[src/rtl/universal_shift_register_burst.sv]
// Universal shift register with hold/shift/rotate/load ops and an autonomous
// multi-step burst mode driven by a start/busy/done handshake.
`timescale 1ns/1ps
module universal_shift_register_burst #(
  parameter int unsigned WIDTH = 8,
  parameter int unsigned CNT_W = 4
) (
  input  logic             i_clock,
  input  logic             i_reset,
  input  logic             i_en,
  input  logic [2:0]       i_mode,
  input  logic [WIDTH-1:0] i_data_in,
  input  logic             i_ser_in_r,
  input  logic             i_ser_in_l,
  input  logic             i_start,
  input  logic [CNT_W-1:0] i_shift_cnt,
  output logic [WIDTH-1:0] o_data_out,
  output logic             o_ser_out_r,
  output logic             o_ser_out_l,
  output logic             o_busy,
  output logic             o_done
);

  localparam logic [2:0] ModeHold = 3'b000;
  localparam logic [2:0] ModeShr  = 3'b001;
  localparam logic [2:0] ModeShl  = 3'b010;
  localparam logic [2:0] ModeLoad = 3'b011;
  localparam logic [2:0] ModeRor  = 3'b100;
  localparam logic [2:0] ModeRol  = 3'b101;
  localparam logic [2:0] ModeAsr  = 3'b110;

  typedef enum logic [0:0] {StIdle, StRun} state_e;

  state_e           r_state;
  logic [WIDTH-1:0] r_data;
  logic [CNT_W-1:0] r_remaining;
  logic [2:0]       r_mode;
  logic             r_busy;
  logic             r_done;

  logic             w_is_shift;
  logic [WIDTH-1:0] w_step_idle;
  logic [WIDTH-1:0] w_step_run;

  function automatic logic [WIDTH-1:0] step_op(input logic [2:0]       mode,
                                               input logic [WIDTH-1:0] q,
                                               input logic             sr,
                                               input logic             sl,
                                               input logic [WIDTH-1:0] ld);
    logic [WIDTH-1:0] res;
    res = q;
    case (mode)
      ModeShr:  res = {sr, q[WIDTH-1:1]};
      ModeShl:  res = {q[WIDTH-2:0], sl};
      ModeLoad: res = ld;
      ModeRor:  res = {q[0], q[WIDTH-1:1]};
      ModeRol:  res = {q[WIDTH-2:0], q[WIDTH-1]};
      ModeAsr:  res = {q[WIDTH-1], q[WIDTH-1:1]};
      default:  res = q;
    endcase
    return res;
  endfunction

  always_comb begin
    w_is_shift = (i_mode == ModeShr) || (i_mode == ModeShl) || (i_mode == ModeRor) ||
                 (i_mode == ModeRol) || (i_mode == ModeAsr);
  end

  assign w_step_idle = step_op(i_mode, r_data, i_ser_in_r, i_ser_in_l, i_data_in);
  // In RUN the latched mode drives the step; LOAD never reaches here, so data_in is unused.
  assign w_step_run  = step_op(r_mode, r_data, i_ser_in_r, i_ser_in_l, r_data);

  always_ff @(posedge i_clock) begin
    if (!i_reset) begin
      r_state     <= StIdle;
      r_data      <= '0;
      r_remaining <= '0;
      r_mode      <= ModeHold;
      r_busy      <= 1'b0;
      r_done      <= 1'b0;
    end else begin
      r_done <= 1'b0;
      unique case (r_state)
        StIdle: begin
          if (i_en) begin
            if (i_start && w_is_shift) begin
              if (i_shift_cnt == '0) begin
                r_done <= 1'b1;
              end else if (i_shift_cnt == CNT_W'(1)) begin
                r_data <= w_step_idle;
                r_done <= 1'b1;
              end else begin
                r_data      <= w_step_idle;
                r_remaining <= i_shift_cnt - CNT_W'(1);
                r_mode      <= i_mode;
                r_busy      <= 1'b1;
                r_state     <= StRun;
              end
            end else begin
              r_data <= w_step_idle;
            end
          end
        end
        StRun: begin
          // en low stalls the burst with everything held.
          if (i_en) begin
            r_data <= w_step_run;
            if (r_remaining == CNT_W'(1)) begin
              r_remaining <= '0;
              r_busy      <= 1'b0;
              r_done      <= 1'b1;
              r_state     <= StIdle;
            end else begin
              r_remaining <= r_remaining - CNT_W'(1);
            end
          end
        end
        default: r_state <= StIdle;
      endcase
    end
  end

  assign o_data_out  = r_data;
  assign o_ser_out_r = r_data[0];
  assign o_ser_out_l = r_data[WIDTH-1];
  assign o_busy      = r_busy;
  assign o_done      = r_done;

endmodule

[config.mk]
export PLATFORM = sky130hd
export DESIGN_NAME = universal_shift_register_burst
export DESIGN_NICKNAME = d
export VERILOG_FILES = /design/src/rtl/universal_shift_register_burst.sv
export SDC_FILE = /design/constraint.sdc
export NUM_CORES = 1
export LEC_CHECK = 0
export ABC_AREA = 1
export BUFFER_PORTS_ARGS = -buffer_cell sky130_fd_sc_hd__buf_4
export CORE_ASPECT_RATIO = 2
export CORE_MARGIN = 1
export CORE_UTILIZATION = 58
export CTS_CLUSTER_DIAMETER = 200
export DETAILED_ROUTE_END_ITERATION = 6
export GPL_TIMING_DRIVEN = 0
export HOLD_SLACK_MARGIN = 0.08
export PLACE_DENSITY = 0.82
export SYNTH_ARGS = -nofsm -noshare
export SYNTH_HDL_FRONTEND = slang
export SYNTH_SLANG_ARGS = --single-unit
export TNS_END_PERCENT = 30
[constraint.sdc]
create_clock -name i_clock -period 3.5 [get_ports i_clock]
set_input_delay 0.525 -clock i_clock [delete_from_list [all_inputs] [get_ports i_clock]]
set_output_delay 0.525 -clock i_clock [all_outputs]
set_load 0.05 [all_outputs]
==> results.md, run 1 <==
* Commonest non-fill, non-tap cell in the layout: nand2_1
* Top-area cell type share of the netlist area at 23.82%
* Core area at 2409 µm²
* Dpl hpwl at 3248 µm
* Rows at 25
* Status: finished clean
* Worst hold path class: reg -> reg
* Tcrit/Tclk final at 46.23%
* Worst skew pair latency at 0.26 ns
* DRC errors left at 0
* Clk_skew at 0.004113 ns
* Clk sinks at 18
* Post-cts resize count at 0
* Design area at 1827 µm²
* Most frequent cells in the layout: nand2_1 (92), nor2_1 (39), buf_4 (32), nand3_1 (25), inv_1 (24)
* Final critical-path required period at 1.618 ns
* Detailed-route wire length per cell at 12.60 µm
* Layout cells sized above 1 at 16.67%
* First-pass GRT wire length at 6686 µm
* Antenna Cells at 0
* Drt total wl at 4121 µm
* Inserted Clock Buffers at 3
* Placed Area at 1772 µm²
* Internal power at 0.4096 mW
* RSZ-0062 raised after global routing: no
* Leakage at 0.9569 nW
* Worst-path clk slew at 0.07 ns
* Clk root buf: clkbuf_8
* Net Sw Power at 0.2542 mW
* Initial drt markers at 50
* WP data arrival at 1.82 ns
* Yosys top cell by area: dfxtp_1
* Net Sw Frac at 38.30%
* WP data required at 3.70 ns
* Synthesized area per cell at 5.687 µm²
* H-Tree Depth at 1
* Die width at 38.11 µm
* Max Root-Sink Buffers at 2
* Final Hold Viols at 0
* Sequential share of power at 36.7%
* Slowest stage delay, CP at 0.22 ns
* Clock power frac at 26.5%
* Fin util at 75.84%
* Crit Path Category: in -> reg
* TNS Setup at 0 ns
* Number of synthesized register bits at 18
* Worst Max-Slew Pin Slew at 0.4698 ns
* Starting Density at 62.81%
* Worst path slowest cell: nand3_1
* Total die area at 2829 µm²
* Seq/Total Area, Yosys at 23.82%
* GRT Resource Usage Total at 32.61%
* GRT overflow at 0
* CTS tree: done
* Comb power frac at 36.8%
* Gate Count Post-Synth at 266
* Port Buffer Count at 30
* Pwr dens at 363.4 nW/µm²
* DR pass1 iterations at 4
* Largest cells by area after synthesis: dfxtp_1 (24%), nand2_1 (23%), nor2_1 (9.7%), nand3_1 (8.3%), a21oi_1 (6.0%)
* Vias in the first global route at 1,672
* # IOs at 33
* Max Cap Viol at 0
* Die Y at 74.22 µm
* Distinct cells, synth at 27
* Cell Area, Synth at 1513 µm²
* Final GP Congestion at 0.8934
* Final Max Slew Viols at 0
* Setup violators final at 0
* Total power at 0.6638 mW
* VDD IR-drop max at 0.2815 mV
* Antenna Nets Post-Route at 0
* Postcts setup bufs at 0
* Post-synthesis net count at 292
* Slew HR at 68.68%
* CP Capture Type: flip-flop
* Crit start category: input pin
* Via density at 5.471
* Initial antenna violation count at 0
* Area Growth Syn to Fin at 20.76%
* Final #Nets at 327
* Cell Chain, Critical Path: buf_4, inv_1, ha_1, nor2_1, nor2_1, nand2_1, nand2_1, inv_1, nand3_1, nand2_1, nand2_1, nor2_1
* Hold Buf Count CTS at 0
* Vias at 1,789
* F_max at 0.6180 GHz
* Largest net degree at the start of global routing at 11
* Most common cell on crit path: nand2_1
* Peak fanout along the critical path at 8
* Yosys warnings at 0
[cells by family (layout without fill, tap and decap cells)]
logic type | after synthesis | after routing | share of synthesized area [%]
AO/OA/AOI/OAI | 37 | 37 | 13.07
XOR/XNOR | 2 | 2 | 1.158
adder cells (fa/ha/maj) | 5 | 5 | 4.136
buffers and inverters | 38 | 72 | 12.82
flip-flops | 18 | 18 | 23.82
AND/OR/NAND/NOR | 166 | 166 | 45.00
[final cells by class]
| cell class | count | area, µm² |
|---|---|---|
| fillers | 218 | 581.8 |
| flip-flops and latches | 18 | 360.3 |
| multi-input cells | 210 | 958.4 |
| clock buffers | 4 | 55.05 |
| well taps | 27 | 33.78 |
| plain buffers | 9 | 76.32 |
| inverters | 29 | 117.6 |
| repair buffers | 30 | 225.2 |
[sequential cells by signal, summed over array words and instances (netlist names)]
name / flops
o_done: 1
r_mode: 3
o_data_out: 8
r_remaining: 4
r_state: 1
o_busy: 1
[routing by layer]
layer / part of all wire, % / GRT usage [%] / up-vias
met2: 57 / 64.41 / 53
met4: 4.2 / 18.25 / 0
li1: - / - / 923
met3: 3.9 / 2.090 / 16
met1: 35 / 29.87 / 797
met5: 0 / 0 / -
[per-stage QoR]
stage | setup WS (ns) | hold slack [ns] | cells
after floorplan | 1.900 | 0.4675 | 266
after global placement | 1.606 | 0.4439 | 323
after detailed placement | 1.583 | 0.4759 | 323
after CTS | 1.844 | 0.4866 | 327
after global routing | 1.704 | 0.5047 | 327
final | 1.882 | 0.4751 | 327
[synth_stat cells, drive strengths merged]
cell type and count:
a211oi 1, a21oi 19, buf 7, clkbuf 2, clkinv 1, dfxtp 18, ha 5, inv 28
nand2 92, nand3 26, nand4 6, nor2 40, nor3 2, o211ai 2, o21ai 14, o22ai 1
xnor2 1, xor2 1
[critical path, delay by kind of cell]
| family | cells | cell delay, ns |
|---|---|---|
| buffers and inverters | 3 | 0.33 |
| and+or+nand+nor | 8 | 0.75 |
| adders and majority gates | 1 | 0.20 |
[final timing paths]
| check | cells after the start | to | slack [ns] | start |
|---|---|---|---|---|
| worst max register to register | 9 | o_data_out[5] | 1.93 | r_mode[2] |
| worst min register to register | 2 | o_busy | 0.48 | o_busy |
| worst min-delay path | 2 | o_busy | 0.48 | o_busy |
| worst max-delay path | 12 | r_mode[2] | 1.88 | i_shift_cnt[0] |
[power groups by stage]
stage	combinational [mW]	clock, mW	sequential, mW
after floorplan	0.139	0	0.278
after global placement	0.239	0	0.248
after detailed placement	0.243	0	0.248
after CTS	0.245	0.176	0.243
after global routing	0.272	0.185	0.246
final	0.244	0.176	0.244
Note: power is estimated with default switching activity, not from simulation.
==> run 2, diff against run 1 <==
--- a/config.mk
+++ b/config.mk
@@ -5,16 +5,16 @@
 export SDC_FILE = /design/constraint.sdc
 export NUM_CORES = 1
 export LEC_CHECK = 0
-export ABC_AREA = 1
+export ABC_AREA = 0
 export BUFFER_PORTS_ARGS = -buffer_cell sky130_fd_sc_hd__buf_4
 export CORE_ASPECT_RATIO = 2
 export CORE_MARGIN = 1
-export CORE_UTILIZATION = 58
+export CORE_UTILIZATION = 48
 export CTS_CLUSTER_DIAMETER = 200
 export DETAILED_ROUTE_END_ITERATION = 6
 export GPL_TIMING_DRIVEN = 0
 export HOLD_SLACK_MARGIN = 0.08
-export PLACE_DENSITY = 0.82
+export PLACE_DENSITY = 0.73
 export SYNTH_ARGS = -nofsm -noshare
 export SYNTH_HDL_FRONTEND = slang
 export SYNTH_SLANG_ARGS = --single-unit
==> constraint.sdc (replaced) <==
create_clock -name i_clock -period 1.4 [get_ports i_clock]
set_input_delay 0.21 -clock i_clock [delete_from_list [all_inputs] [get_ports i_clock]]
set_output_delay 0.21 -clock i_clock [all_outputs]
set_load 0.05 [all_outputs]
==> run 2 against run 1 <==
  * The flow now finishes with violations (setup timing)
  * Total power rose to 2.6 times the previous value
  * Hold slack worse by 0.23 ns
  * Clock-buffer cell count decreased by 1
  * Final cell count down 24%
  * Critical path type is now reg -> reg
  * Sequential share of layout area is 0.28 points lower
  * Largest power group is now combinational cells
  * Utilization is 7.9 points lower
  * Register-to-register slack worse by 2.0 ns
  * Die area grew 14%
  * Critical path depth decreased by 7
==> results.md, run 2 <==
* CP startpoint: r_mode[0]
* Worst skew pair latency at 0.26 ns
* Starting Density at 51.09%
* Die Y at 79.26 µm
* WP data arrival at 1.70 ns
* Antenna Nets Post-Route at 0
* R2R Path Start: r_mode[0]
* Final critical-path required period at 1.505 ns
* Max Root-Sink Buffers at 2
* Gate Count Post-Synth at 181
* Total die area at 3220 µm²
* Inserted Clock Buffers at 3
* F_max at 0.6642 GHz
* Max Cap Viol at 0
* Top_reg_cell synth: dfxtp_1
* Final WS setup at -0.1055 ns
* Clk_skew at 0.008011 ns
* Leakage at 0.7965 nW
* Crit Path Category: reg -> reg
* Peak fanout along the critical path at 5
* Yosys top cell by area: dfxtp_1
* Fin util at 67.92%
* DRC errors left at 0
* Hold Startpoint: i_en
* Layout fillers at 258
* WP data required at 1.59 ns
* Largest family of logic cells by synthesized area: compound AO/OA/AOI/OAI gates
* Failing checks: setup timing
* Pwr dens at 903.2 nW/µm²
* Min Hold Slack at 0.2448 ns
* Port Buffer Count at 31
* Simple-gate share of the synthesized area at 23.32%
* Max reg flops at 8
* Most frequent cell after synthesis: dfxtp_1
* Worst-path clk slew at 0.07 ns
* # IOs at 33
* Dpl hpwl at 3231 µm
* Core area at 2804 µm²
* Final Max Slew Viols at 0
* Final GP Congestion at 0.8945
* Synth Area in Compound Gates at 34.06%
* FFs w/ async S/R, synth at 0%
* Number of flops mapped to enable cells by yosys at 0
* Mux share of post-synthesis cell area at 3.493%
* TNS Setup at -0.5011 ns
* Placed Area at 1719 µm²
* Setup violators final at 9
* Top-area cell type share of the netlist area at 25.15%
* DR pass1 iterations at 4
* RSZ-0062 raised after global routing: yes
* Area Growth Syn to Fin at 32.93%
* H-Tree Depth at 1
* Drt total wl at 4541 µm
* Clk sinks at 18
* Detailed-route wire length per cell at 18.31 µm
* Final Hold Viols at 0
* Rows at 27
* CP Capture Type: flip-flop
* Largest net degree at the start of global routing at 11
* Seq/Total Area, Yosys at 25.15%
* Synthesized area per cell at 7.915 µm²
* Commonest non-fill, non-tap cell in the layout: buf_4
* First-pass GRT wire length at 6403 µm
* Layout cells sized above 1 at 37.90%
* VDD IR-drop max at 0.6725 mV
* Post-synthesis adder-cell area fraction at 4.367%
* Antenna Cells at 0
* Vias in the first global route at 1,463
* Die width at 40.63 µm
* Crit start category: flip-flop
* Final #Nets at 247
* Initial antenna violation count at 0
* Design area at 1904 µm²
* Yosys warnings at 0
* Via density at 6.548
* Post-synthesis net count at 207
* Slew HR at 70.14%
* Vias at 1,624
* Number of synthesized register bits at 18
* Distinct cells, synth at 51
* Worst Max-Slew Pin Slew at 0.4479 ns
* Most frequent cells in the layout: buf_4 (40), nand2_1 (15), dfxtp_1 (12), a21oi_1 (9), nand2b_1 (7)
* Status: finished with violations
* Worst hold path class: in -> reg
* GRT overflow at 0
* Tcrit/Tclk final at 107.5%
* CTS tree: done
* Clk root buf: clkbuf_8
* Initial drt markers at 47
* Xor and xnor area share after synthesis at 1.223%
* Post-synth top cells: dfxtp_1 (18), nand2_1 (16), a21oi_1 (11)
* Largest cells by area after synthesis: dfxtp_1 (25%), ha_1 (4.4%), nand2_1 (4.2%), a21oi_1 (3.8%), mux2i_1 (3.5%)
* GRT Resource Usage Total at 28.55%
* Cell Area, Synth at 1433 µm²
[run 2: logic make-up (layout without fill, tap and decap cells)]
group	count (synthesis)	after routing
compound gates	68	68
xor+xnor	2	2
fa+ha+maj	5	5
buf+inv	24	62
flops	18	18
mux	5	5
simple gates	59	59
[run 2: path summary, 6_finish.rpt]
kind | endpoint | slack [ns] | cells past startpoint
worst max-delay path | o_data_out[2] | -0.11 | 5
worst min-delay path | o_done | 0.24 | 2
worst max register to register | o_data_out[2] | -0.11 | 5
worst min register to register | r_remaining[3] | 0.50 | 2
[run 2: area by class of cell]
cell class,instances,area [µm²],share of cell area (%)
buffer,14,111.4,5.848
clock buffer,3,41.29,2.168
inverter,9,33.78,1.774
multi-input combinational,139,1044,54.80
sequential,18,370.4,19.45
tap,29,36.28,1.905
timing repair buffer,36,267.8,14.06
[run 2: per-stage QoR]
stage	setup WS, ns	power, mW	cells
4_1_cts	-0.1009	1.696	248
6_report	-0.1055	1.720	248
3_5_place_dp	-0.3574	1.282	241
2_1_floorplan	-0.07764	1.080	181
5_1_grt	-0.1461	1.793	248
3_3_place_gp	-0.3201	1.264	241
[run 2: report_power, final]
part | switching (mW) | internal [mW] | leakage [nW]
combinational | 0.416 | 0.303 | 0.625
clock | 0.186 | 0.192 | 0.0216
sequential | 0.0638 | 0.560 | 0.150
[run 2: worst max-delay path: stages (launching register included)]
cell and delay, ns:
dfxtp_4 0.35, or3b_4 0.43, and3_4 0.23, a31oi_4 0.16, o221ai_2 0.11, o22ai_1 0.17
[run 2: layer usage]
metal / share of wire (%) / vias up / track usage (%) / wire length (µm)
li1: - / 756 / - / -
met1: 35 / 761 / 26.17 / 1595
met2: 55 / 83 / 53.81 / 2519
met3: 4.4 / 24 / 2.793 / 202
met4: 4.9 / 0 / 15.00 / 224
met5: 0 / - / 0 / 0
[run 2: timing repair]
action,4_1_cts,5_1_grt
hold buffers,0,0
gates cloned,1,0
endpoints found under the setup margin,18,17
resized for setup,27,13
setup buffers,4,0
hold endpoints to repair,0,0
pin swaps,9,5
==> run 3, diff against run 2 <==
--- a/config.mk
+++ b/config.mk
@@ -15,6 +15,7 @@
 export GPL_TIMING_DRIVEN = 0
 export HOLD_SLACK_MARGIN = 0.08
 export PLACE_DENSITY = 0.73
+export SKIP_CTS_REPAIR_TIMING = 1
 export SYNTH_ARGS = -nofsm -noshare
 export SYNTH_HDL_FRONTEND = slang
 export SYNTH_SLANG_ARGS = --single-unit
==> run 3 against run 2 <==
  * Largest power group unchanged
  * Critical path type unchanged
  * Maximum frequency fell by 2.2%
  * Setup slack got worse by 0.034 ns
  * Clock skew about the same
  * The run still ends with setup timing left
  * Die area unchanged
==> results.md, run 3 (synthesis results as in run 2) <==
* Worst hold path class: in -> reg
* Min Hold Slack at 0.2405 ns
* Slew HR at 69.94%
* Pwr dens at 899.1 nW/µm²
* H-Tree Depth at 1
* First-pass GRT wire length at 6085 µm
* TNS Setup at -0.7315 ns
* Commonest non-fill, non-tap cell in the layout: buf_4
* Max Cap Viol at 0
* Tcrit/Tclk final at 110.0%
* Final Non-Filler Cells at 252
* Final WS setup at -0.1393 ns
* Inserted Clock Buffers at 3
* WP data required at 1.59 ns
* Met1 GRT Util at 25.35%
* Dpl hpwl at 3231 µm
* GRT Resource Usage Total at 27.15%
* Detailed-route wire length per cell at 17.99 µm
* Antenna Cells at 0
* GR Util met2 at 51.11%
* DRC errors left at 0
* Layout cells sized above 1 at 40.36%
* R2R Setup Slk at -0.14 ns
* Worst Max-Slew Pin Slew at 0.4509 ns
* Drt total wl at 4534 µm
* Failing checks: setup timing
* Max Root-Sink Buffers at 2
* Final #Nets at 251
* Clk_skew at 0.008284 ns
* Crit start category: flip-flop
* Crit Path Category: reg -> reg
* Peak fanout along the critical path at 6
* Total die area at 3220 µm²
* Die Y at 79.26 µm
* VDD IR-drop max at 0.6659 mV
* Rows at 27
* Hold endpoint: o_done
* Vias in the first global route at 1,406
* Gr busiest metal: met2
* Clk root buf: clkbuf_8
* Most frequent cells in the layout: buf_4 (41), nand2_1 (15), dfxtp_1 (12), a21oi_1 (8), nand2b_1 (7)
* Via density at 6.468
* Vias at 1,630
* Design area at 1937 µm²
* # IOs at 33
* Net Sw Frac at 38.89%
* Comb power frac at 41.9%
* Sequential share of power at 36.0%
* RR Endpoint: o_data_out[7]
* Initial antenna violation count at 0
* Final Hold Viols at 0
* Total power at 1.741 mW
* DR pass1 iterations at 6
* Leakage at 0.8002 nW
* Status: finished with violations
* Final GP Congestion at 0.8945
* R2R depth at 6
* Worst skew pair latency at 0.27 ns
* Dpl cells at 241
* CP startpoint: r_mode[0]
* F_max at 0.6496 GHz
* Clock power frac at 22.1%
* CP Capture Type: flip-flop
* Max reg flops at 8
* Initial drt markers at 60
* RSZ-0062 raised after global routing: yes
* Die width at 40.63 µm
* Net Sw Power at 0.6772 mW
* Final Max Slew Viols at 0
* Final critical-path required period at 1.539 ns
* Internal power at 1.064 mW
* Hold Startpoint: i_en
* Worst-path clk slew at 0.08 ns
* Worst hold path depth at 2
* Antenna Nets Post-Route at 0
* Largest net degree at the start of global routing at 11
* R2R Path Start: r_mode[0]
* Starting Density at 51.09%
* Core area at 2804 µm²
* WP data arrival at 1.73 ns
* Placed Area at 1719 µm²
* Area Growth Syn to Fin at 35.20%
* Clk sinks at 18
* Setup Slack @ Placement at -0.3574 ns
* M3 GR Usage at 2.793%
* GRT overflow at 0
* CTS tree: done
* Setup violators final at 11
* Port Buffer Count at 31
* Fin util at 69.08%
[run 3: power groups by stage]
stage,clock (mW),sequential [mW],combinational [mW]
after global routing,0.401,0.636,0.774
final,0.384,0.627,0.730
after floorplan,0,0.711,0.370
after global placement,0,0.626,0.638
after detailed placement,0,0.628,0.654
after CTS,0.382,0.616,0.655
[run 3: worst max-delay path, cell delays in order, from the launching register on]
cell       delay [ns]
dfxtp_4          0.37
buf_4            0.14
nand3b_1         0.22
a21oi_1          0.14
a2111oi_1        0.36
nor2_1           0.11
a21oi_1          0.15
[run 3: cell type report]
class | count | area, µm²
multi-input combinational | 139 | 1049
fill | 256 | 867.1
sequential | 18 | 370.4
timing repair buffer | 40 | 301.5
buffer | 14 | 102.6
clock buffer | 3 | 41.29
inverter | 9 | 36.28
tap | 29 | 36.28
[run 3: layer usage]
layer,wire length (µm),share of wire (%)
met1,1711,38
met2,2541,56
met3,159,3.5
met4,122,2.7
met5,0,0
[run 3: how the worst max path moves through the flow]
stage               slack, ns       endpoint  depth (start not counted)
floorplan               -0.08  o_data_out[6]                          7
global placement        -0.32  o_data_out[6]                          8
detailed placement      -0.36  o_data_out[4]                          8
CTS                     -0.36  o_data_out[7]                          7
global route            -0.18  o_data_out[7]                          6
finish                  -0.14  o_data_out[7]                          6
